===== src/rtl/parity_framer.sv =====
// parity_framer: serial frame transmitter (start, LSB-first data, optional
// parity, 1 or 2 stop bits). One bit period per clock cycle; all outputs
// are registered.
// Optional feature: define PARITY_ERR_INJECT_EN to add the Err_inject input,
// which inverts the transmitted parity slot of the accepted frame while the
// Par_bit output keeps the true parity.

module parity_framer #(
  parameter int unsigned DATA_WIDTH = 8,
  parameter int unsigned STOP_BITS  = 1
) (
  input  logic                  clk,
  input  logic                  rst,
  input  logic                  Data_valid,
  input  logic [DATA_WIDTH-1:0] P_data,
  input  logic                  Par_en,
  input  logic [1:0]            Par_mode,
`ifdef PARITY_ERR_INJECT_EN
  input  logic                  Err_inject,
`endif
  output logic                  TX_OUT,
  output logic                  Busy,
  output logic                  Par_bit,
  output logic                  Frame_done
);

  localparam int unsigned       CNT_W     = $clog2(DATA_WIDTH);
  localparam logic [CNT_W-1:0]  LAST_BIT  = CNT_W'(DATA_WIDTH - 1);
  localparam logic              LAST_STOP = 1'(STOP_BITS - 1);

  typedef enum logic [2:0] {
    IDLE   = 3'd0,
    START  = 3'd1,
    DATA   = 3'd2,
    PARITY = 3'd3,
    STOP   = 3'd4
  } state_t;

  state_t                  state_q, state_d;
  logic [CNT_W-1:0]        bit_cnt_q, bit_cnt_d;
  logic                    stop_cnt_q, stop_cnt_d;
  logic [DATA_WIDTH-1:0]   data_q;
  logic                    par_en_q;
  logic                    inj_q;
  logic                    accept;
  logic                    par_calc;
  logic                    tx_d, busy_d, done_d;

  // A request is only looked at while idle
  assign accept = (state_q == IDLE) && Data_valid;

  // Parity of the incoming payload for the requested mode; the latched
  // result carries the mode for the rest of the frame
  always_comb begin
    par_calc = 1'b0;
    case (Par_mode)
      2'b00:   par_calc = ^P_data;
      2'b01:   par_calc = ~^P_data;
      2'b10:   par_calc = 1'b1;
      default: par_calc = 1'b0;
    endcase
  end

  // State and counter register
  always_ff @(posedge clk or negedge rst) begin
    if (!rst) begin
      state_q    <= IDLE;
      bit_cnt_q  <= '0;
      stop_cnt_q <= 1'b0;
    end else begin
      state_q    <= state_d;
      bit_cnt_q  <= bit_cnt_d;
      stop_cnt_q <= stop_cnt_d;
    end
  end

  // Next-state sequencing; counters are cleared on leaving their phase so
  // the bit counter never runs past the last data bit
  always_comb begin
    state_d    = state_q;
    bit_cnt_d  = bit_cnt_q;
    stop_cnt_d = stop_cnt_q;
    case (state_q)
      IDLE: begin
        bit_cnt_d  = '0;
        stop_cnt_d = 1'b0;
        if (Data_valid) state_d = START;
      end
      START: begin
        bit_cnt_d = '0;
        state_d   = DATA;
      end
      DATA: begin
        if (bit_cnt_q == LAST_BIT) begin
          bit_cnt_d  = '0;
          stop_cnt_d = 1'b0;
          state_d    = par_en_q ? PARITY : STOP;
        end else begin
          bit_cnt_d = bit_cnt_q + 1'b1;
        end
      end
      PARITY: begin
        stop_cnt_d = 1'b0;
        state_d    = STOP;
      end
      STOP: begin
        if (stop_cnt_q == LAST_STOP) begin
          stop_cnt_d = 1'b0;
          state_d    = IDLE;
        end else begin
          stop_cnt_d = stop_cnt_q + 1'b1;
        end
      end
      default: begin
        bit_cnt_d  = '0;
        stop_cnt_d = 1'b0;
        state_d    = IDLE;
      end
    endcase
  end

  // Latch the frame request; Par_bit only moves when parity is enabled
  always_ff @(posedge clk or negedge rst) begin
    if (!rst) begin
      data_q   <= '0;
      par_en_q <= 1'b0;
      Par_bit  <= 1'b0;
    end else if (accept) begin
      data_q   <= P_data;
      par_en_q <= Par_en;
      if (Par_en) Par_bit <= par_calc;
    end
  end

`ifdef PARITY_ERR_INJECT_EN
  // Capture the parity-corruption request with the frame
  always_ff @(posedge clk or negedge rst) begin
    if (!rst) begin
      inj_q <= 1'b0;
    end else if (accept) begin
      inj_q <= Err_inject;
    end
  end
`else
  assign inj_q = 1'b0;
`endif

  // Output decode from the upcoming state so the registered line matches
  // the state it belongs to
  always_comb begin
    tx_d   = 1'b1;
    busy_d = 1'b0;
    done_d = 1'b0;
    case (state_d)
      START: begin
        tx_d   = 1'b0;
        busy_d = 1'b1;
      end
      DATA: begin
        tx_d   = data_q[bit_cnt_d];
        busy_d = 1'b1;
      end
      PARITY: begin
        tx_d   = Par_bit ^ inj_q;
        busy_d = 1'b1;
      end
      STOP: begin
        tx_d   = 1'b1;
        busy_d = 1'b1;
        done_d = (stop_cnt_d == LAST_STOP);
      end
      default: begin
        tx_d   = 1'b1;
        busy_d = 1'b0;
        done_d = 1'b0;
      end
    endcase
  end

  // Output registers; reset forces the line high at once
  always_ff @(posedge clk or negedge rst) begin
    if (!rst) begin
      TX_OUT     <= 1'b1;
      Busy       <= 1'b0;
      Frame_done <= 1'b0;
    end else begin
      TX_OUT     <= tx_d;
      Busy       <= busy_d;
      Frame_done <= done_d;
    end
  end

endmodule


===== config.mk =====
export PLATFORM = sky130hd
export DESIGN_NAME = parity_framer
export DESIGN_NICKNAME = d
export VERILOG_FILES = /design/src/rtl/parity_framer.sv
export SDC_FILE = /design/constraint.sdc
export NUM_CORES = 1
export LEC_CHECK = 0
export CORE_MARGIN = 2
export CORE_UTILIZATION = 60
export DETAILED_ROUTE_END_ITERATION = 8
export DONT_BUFFER_PORTS = 1
export PLACE_DENSITY = 0.78
export SYNTH_ARGS = -nofsm -noshare
export SYNTH_HDL_FRONTEND = slang
export SYNTH_SLANG_ARGS = --single-unit

===== constraint.sdc =====
create_clock -name clk -period 2.2 [get_ports clk]
set_input_delay 0.44 -clock clk [delete_from_list [all_inputs] [get_ports clk]]
set_output_delay 0.44 -clock clk [all_outputs]
set_load 0.02 [all_outputs]

==> results.cfg, run 1 <==
[worst_setup_path]
start_kind = flip-flop
crit_required_ps = 2450
crit_buf_inv = 0
worst_path_most_repeated_cell = ha_1
arrival_ps = 2310
cpPeakStageDelay_ps = 440
slowest_stage = dfrtp_1
end_kind = flip-flop
cp_top_family = compound AO/OA/AOI/OAI gates
path_max_fanout = 5
critPathKind = flip-flop to flip-flop
path_cells = ha_1 > ha_1 > nor3_1 > a21oi_1 > o21ai_4 > mux2i_1 > a311oi_1 > a31o_1

[yosys]
synth_edf_count = 0
syn_inst = 91
synthArstFlopShare_pct = 100
avgSynthCellArea_um2 = 11.8
synthTopCellsByArea = dfrtp_1, mux2_2, xnor2_1
synth-seq-cells = 20
syn-num-nets = 108
ys_types = 33
seq_area_frac_synth_pct = 46.7
synth_top_area_share_pct = 44.3
ys_warn_count = 0
yosys.area.top_type = dfrtp_1
synth_most_common_cell = dfrtp_1
synth_area_um2 = 1070
ys.flop_type = dfrtp_1
synthTopCellsByCount = dfrtp_1, mux2_2, nor2_1, xnor2_1, mux2i_1

[global_routing]
grt_pass1_vias = 663
grt_max_degree = 21
antenna_found_initial = 0
grt.overflow.total = 0
grt_pass1_wl_mm = 2.93
track_usage_pct = 20.2

[cts]
clock_path_buffers = 2
cts_tree = built
root_buffer = clkbuf_4
cts_buffers = 3
cts_setup_buffers = 0
clk_pin_slew_worst_paths_ps = 120
ctsResizeCount = 0
cts.sinks = 20
h-tree-depth = 1
clkLatencyLatePin_ps = 300

[job]
drv_cap = 0

[power]
leakage_nw = 0.473
ir_worst_vdd_v = 0.000771
sw_frac_of_total_pct = 37.9
p_sw_uw = 527
p_int_uw = 864
p_comb_share_pct = 35.9
pwr_density_cell_nw_per_um2 = 1260
p_clk_share_pct = 13.1
seqPwrFrac_pct = 51.0

[drt]
routed_wl_mm = 1.80
drt_pass1_iterations = 4
drc = 0
via_count = 680
drtAntennaViolNets = 0
wl_per_cell_um = 15.2
drt-initial-drc-count = 3
vias_per_cell = 5.76

[floorplan]
initial_utilization_pct = 62.9
core-area_um2 = 1710
die_y_um = 46.3
die_w_um = 46.3
num_rows = 15
ios = 18
die-area_um2 = 2140

[finish]
utilization_pct = 64.8
diodes = 0
nFillCells = 134
drive_gt1_share_pct = 18.3
fin_nets = 111
area_growth_pct = 3.15
fin_area_um2 = 1110

[run_status]
status = completed

[worst_hold_path]
hp-class = primary input to flip-flop

[placed_design]
dpl.hpwl_mm = 1.31
io_buffers = 0
place_congestion = 0.713
dpl_cell_area_um2 = 1070

[sta]
fin_setup_tns_ps = 0
finalClockSkew_ps = 11.6
relSlewSlack_pct = 41.7
worstMarginPinSlew_ps = 872
min_period_over_period_pct = 93.6
setup_viol_count_final = 0
final-hold-violation-count = 0
holdWs_ps = 275
rsz0062_at_grt = false
finalCriticalPeriod_ps = 2060
timing.fmax_ghz = 0.486
slew_viol_final = 0
==> cell type report <==
type                    instances  area, um^2  area share, %
multi-input cells              65         527           47.6
flip-flops and latches         20         502           45.3
well taps                      25        31.3           2.82
clock buffers                   4        26.3           2.37
inverters                       3        11.3           1.02
repair buffers                  1        10.0          0.904
==> stage by stage <==
step / setup slack, ps / power (mW) / instances
finish: 140 / 1.39 / 118
detailed placement: 189 / 1.21 / 113
floorplan: 386 / 1.15 / 91
global placement: 283 / 1.18 / 113
CTS: 153 / 1.40 / 118
global route: 29.7 / 1.48 / 118
==> cells by family after synthesis <==
| logic type | after synthesis | share of synthesized area [%] |
|---|---|---|
| flip-flops | 20 | 46.7 |
| buffers and inverters | 6 | 4.20 |
| multiplexers | 13 | 13.1 |
| AND/OR/NAND/NOR | 25 | 15.3 |
| adder cells (fa/ha/maj) | 3 | 3.50 |
| AO/OA/AOI/OAI | 16 | 10.7 |
| XOR/XNOR | 8 | 6.53 |
==> state kept, by name (all words and copies together) (netlist names) <==
signal      count
data_q          8
bit_cnt_q       3
state_q         3
Busy            1
Frame_done      1
Par_bit         1
TX_OUT          1
par_en_q        1
stop_cnt_q      1
==> timing repair <==
action / 4_1_cts / 5_1_grt
endpoints found under the setup margin: 0 / 0
hold buffers: 1 / 0
hold endpoints to repair: 20 / 0
==> placed cells by master (no fill, tap or decap), types with 2 or more instances in the layout <==
| master | count |
|---|---|
| a21oi_1 | 4 |
| clkbuf_4 | 3 |
| dfrtp_1 | 19 |
| ha_1 | 3 |
| inv_1 | 3 |
| mux2_2 | 8 |
| mux2i_1 | 5 |
| nand2_1 | 4 |
| nand3_1 | 2 |
| nor2_1 | 6 |
| nor3_1 | 2 |
| o21a_1 | 2 |
| o21ai_0 | 3 |
| o32ai_1 | 2 |
| xnor2_1 | 6 |
| xor2_1 | 2 |
==> final timing paths <==
check	from	endpoint	slack, ps	cells after the start
worst max-delay path	bit_cnt_q[0]	TX_OUT	140	8
worst min-delay path	P_data[1]	data_q[1]	280	1
worst max register to register	bit_cnt_q[0]	TX_OUT	140	8
worst min register to register	data_q[2]	data_q[2]	520	1
max in group asynchronous	rst	data_q[0]	970	1
min in group asynchronous	rst	data_q[1]	680	1
==> power by group through the flow <==
stage                     Clock, mW  Combinational (mW)  Sequential, mW
after detailed placement          0               0.490           0.719
final                         0.182               0.499           0.710
after CTS                     0.186               0.501           0.711
after global routing          0.199               0.551           0.732
after floorplan                   0               0.509           0.638
after global placement            0               0.469           0.713
==> routing by layer <==
layer	GRT usage (%)	share of wire, %	vias up
li1	-	-	329
met1	25.6	43	324
met2	29.7	50	21
met3	5.49	4.6	6
met4	13.7	2.9	0
met5	0	0	-
(Power assumes the default switching activity.)
==> run 2: changes to the inputs <==
--- a/config.mk
+++ b/config.mk
@@ -6,10 +6,10 @@
 export NUM_CORES = 1
 export LEC_CHECK = 0
 export CORE_MARGIN = 2
-export CORE_UTILIZATION = 60
+export CORE_UTILIZATION = 54
 export DETAILED_ROUTE_END_ITERATION = 8
 export DONT_BUFFER_PORTS = 1
-export PLACE_DENSITY = 0.78
+export PLACE_DENSITY = 0.74
 export SYNTH_ARGS = -nofsm -noshare
 export SYNTH_HDL_FRONTEND = slang
 export SYNTH_SLANG_ARGS = --single-unit
==> constraint.sdc (replaced) <==
create_clock -name clk -period 1.8 [get_ports clk]
set_input_delay 0.36 -clock clk [delete_from_list [all_inputs] [get_ports clk]]
set_output_delay 0.36 -clock clk [all_outputs]
set_load 0.02 [all_outputs]
==> run 2 against run 1 <==
Effect of this change:
- total power rose by 38%
- flip-flop and latch count did not move
- non-clock buffer count up 10
- combinational power up 63%
- fmax is 7.9% higher
- wire length grew 5.7%
- cell count grew 10%
- global-route usage fell by 3.1 points
- the flow now finishes with violations (negative setup slack)
- first-iteration DRC count rose to 3.3 times the previous value
==> results.cfg, run 2 (synthesis gave the netlist of run 1 again) <==
[job]
drv_cap = 0

[floorplan]
initial_utilization_pct = 55.9
core-area_um2 = 1920
die_y_um = 48.6
die-area_um2 = 2360
ios = 18
die_w_um = 48.6
num_rows = 16

[global_routing]
grt_pass1_vias = 697
grt_max_degree = 21
track_usage_pct = 17.1
grt.overflow.total = 0
antenna_found_initial = 0
grt_pass1_wl_mm = 3.11

[power]
leakage_nw = 0.531
ir_worst_vdd_v = 0.000896
pwr_density_cell_nw_per_um2 = 1550
totalPowerFinal_mw = 1.92

[worst_setup_path]
path_max_fanout = 3
worstReg2RegStart = bit_cnt_q[1]
start_kind = flip-flop
critPathKind = flip-flop to flip-flop
crit_required_ps = 2040
arrival_ps = 2150
end_kind = flip-flop
r2r_slack_ps = -110
reg2reg_depth = 9
reg2reg_to = TX_OUT

[placed_design]
place_congestion = 0.793
io_buffers = 0
dpl_cell_area_um2 = 1110
pre_cts_slack_ps = -134
dp.cells = 119

[finish]
layout.cells.most_common_list = dfrtp_1, buf_4, mux2_2, nor2_1, xnor2_1
nFillCells = 171
utilization_pct = 64.5
fin_area_um2 = 1240
largest_reg_flops = 8
register_area_um2 = 502
final_common_cell = dfrtp_1
reg.largest.list = data_q: 8 flops, bit_cnt_q: 3 flops, state_q: 3 flops
multiInputGateArea_um2 = 567
fin_cells = 130
area_growth_pct = 15.4
fin_nets = 121
drive_gt1_share_pct = 34.0
diodes = 0
regMostFlops = data_q

[sta]
relSlewSlack_pct = 41.8
fin_setup_tns_ps = -109
timing.fmax_ghz = 0.524
final-hold-violation-count = 0
rsz0062_at_grt = true
holdWs_ps = 196
finalCriticalPeriod_ps = 1910
worstMarginPinSlew_ps = 871
finalClockSkew_ps = 9.54
slew_viol_final = 0
setup_viol_count_final = 1
min_period_over_period_pct = 106
setup_ws_ps = -109

[worst_hold_path]
holdCritStartpoint = P_data[2]
min_path_cells = 1
hp-class = primary input to flip-flop
hold_path_end = data_q[2]

[drt]
drc = 0
drt-initial-drc-count = 10
vias_per_cell = 5.51
routed_wl_mm = 1.90
drt_pass1_iterations = 4
wl_per_cell_um = 14.6
via_count = 716
drtAntennaViolNets = 0

[cts]
cts_tree = built
clock_path_buffers = 2
cts.sinks = 20
h-tree-depth = 1
root_buffer = clkbuf_4
cts_buffers = 3
clkLatencyLatePin_ps = 300
clk_pin_slew_worst_paths_ps = 110

[run_status]
violations = negative setup slack
status = complete, but fails checks
-- run 2: changes by cell type in the layout (fill, tap and decap cells not counted), sizes merged --
cell and change:
buf +10
-- run 2: area by class of cell --
class                   instances  area share [%]
repair buffers                 11            7.17
clock buffers                   4            2.93
multi-input cells              65            45.8
inverters                       3           0.909
well taps                      27            2.73
flip-flops and latches         20            40.5
-- run 2: worst max-delay path by stage --
stage | startpoint | end | slack, ps | cells past startpoint
2_1_floorplan | bit_cnt_q[0] | TX_OUT | 20 | 7
3_3_place_gp | bit_cnt_q[1] | TX_OUT | -2 | 8
3_5_place_dp | bit_cnt_q[1] | TX_OUT | -130 | 7
4_1_cts | bit_cnt_q[1] | TX_OUT | -70 | 9
5_1_grt | bit_cnt_q[1] | TX_OUT | -170 | 9
6_report | bit_cnt_q[1] | TX_OUT | -110 | 9
-- run 2: where the power goes --
| part | leakage [nW] | switching [mW] | internal (mW) | total (mW) |
|---|---|---|---|---|
| sequential | 0.248 | 0.212 | 0.642 | 0.854 |
| clock | 0.0210 | 0.133 | 0.123 | 0.256 |
| combinational | 0.262 | 0.352 | 0.460 | 0.812 |
| total | 0.531 | 0.697 | 1.23 | 1.92 |
-- run 2: repair_timing --
item / CTS / global route
hold buffers: 1 / 0
setup buffers: 4 / 2
endpoints found under the hold margin: 20 / 0
setup endpoints to repair: 1 / 1
pin swaps: 6 / 3
resized for setup: 7 / 2
-- run 2: routing by layer --
metal  share of wire, %  track usage [%]  wire [um]  vias to the layer above
met1                 43             22.2        810                      349
met2                 52             27.8        982                       13
met3                3.5             2.16         66                        6
met5                  0                0          0                        -
li1                   -                -          -                      348
met4                2.0             9.52         38                        0
-- run 2: critical path, cell delays in order, from the launching register on --
cell	delay [ps]
dfrtp_1	410
ha_2	210
ha_4	170
or3b_4	370
a21oi_2	140
a21oi_2	60
inv_1	100
nor2_1	50
a22oi_1	170
a31o_1	170
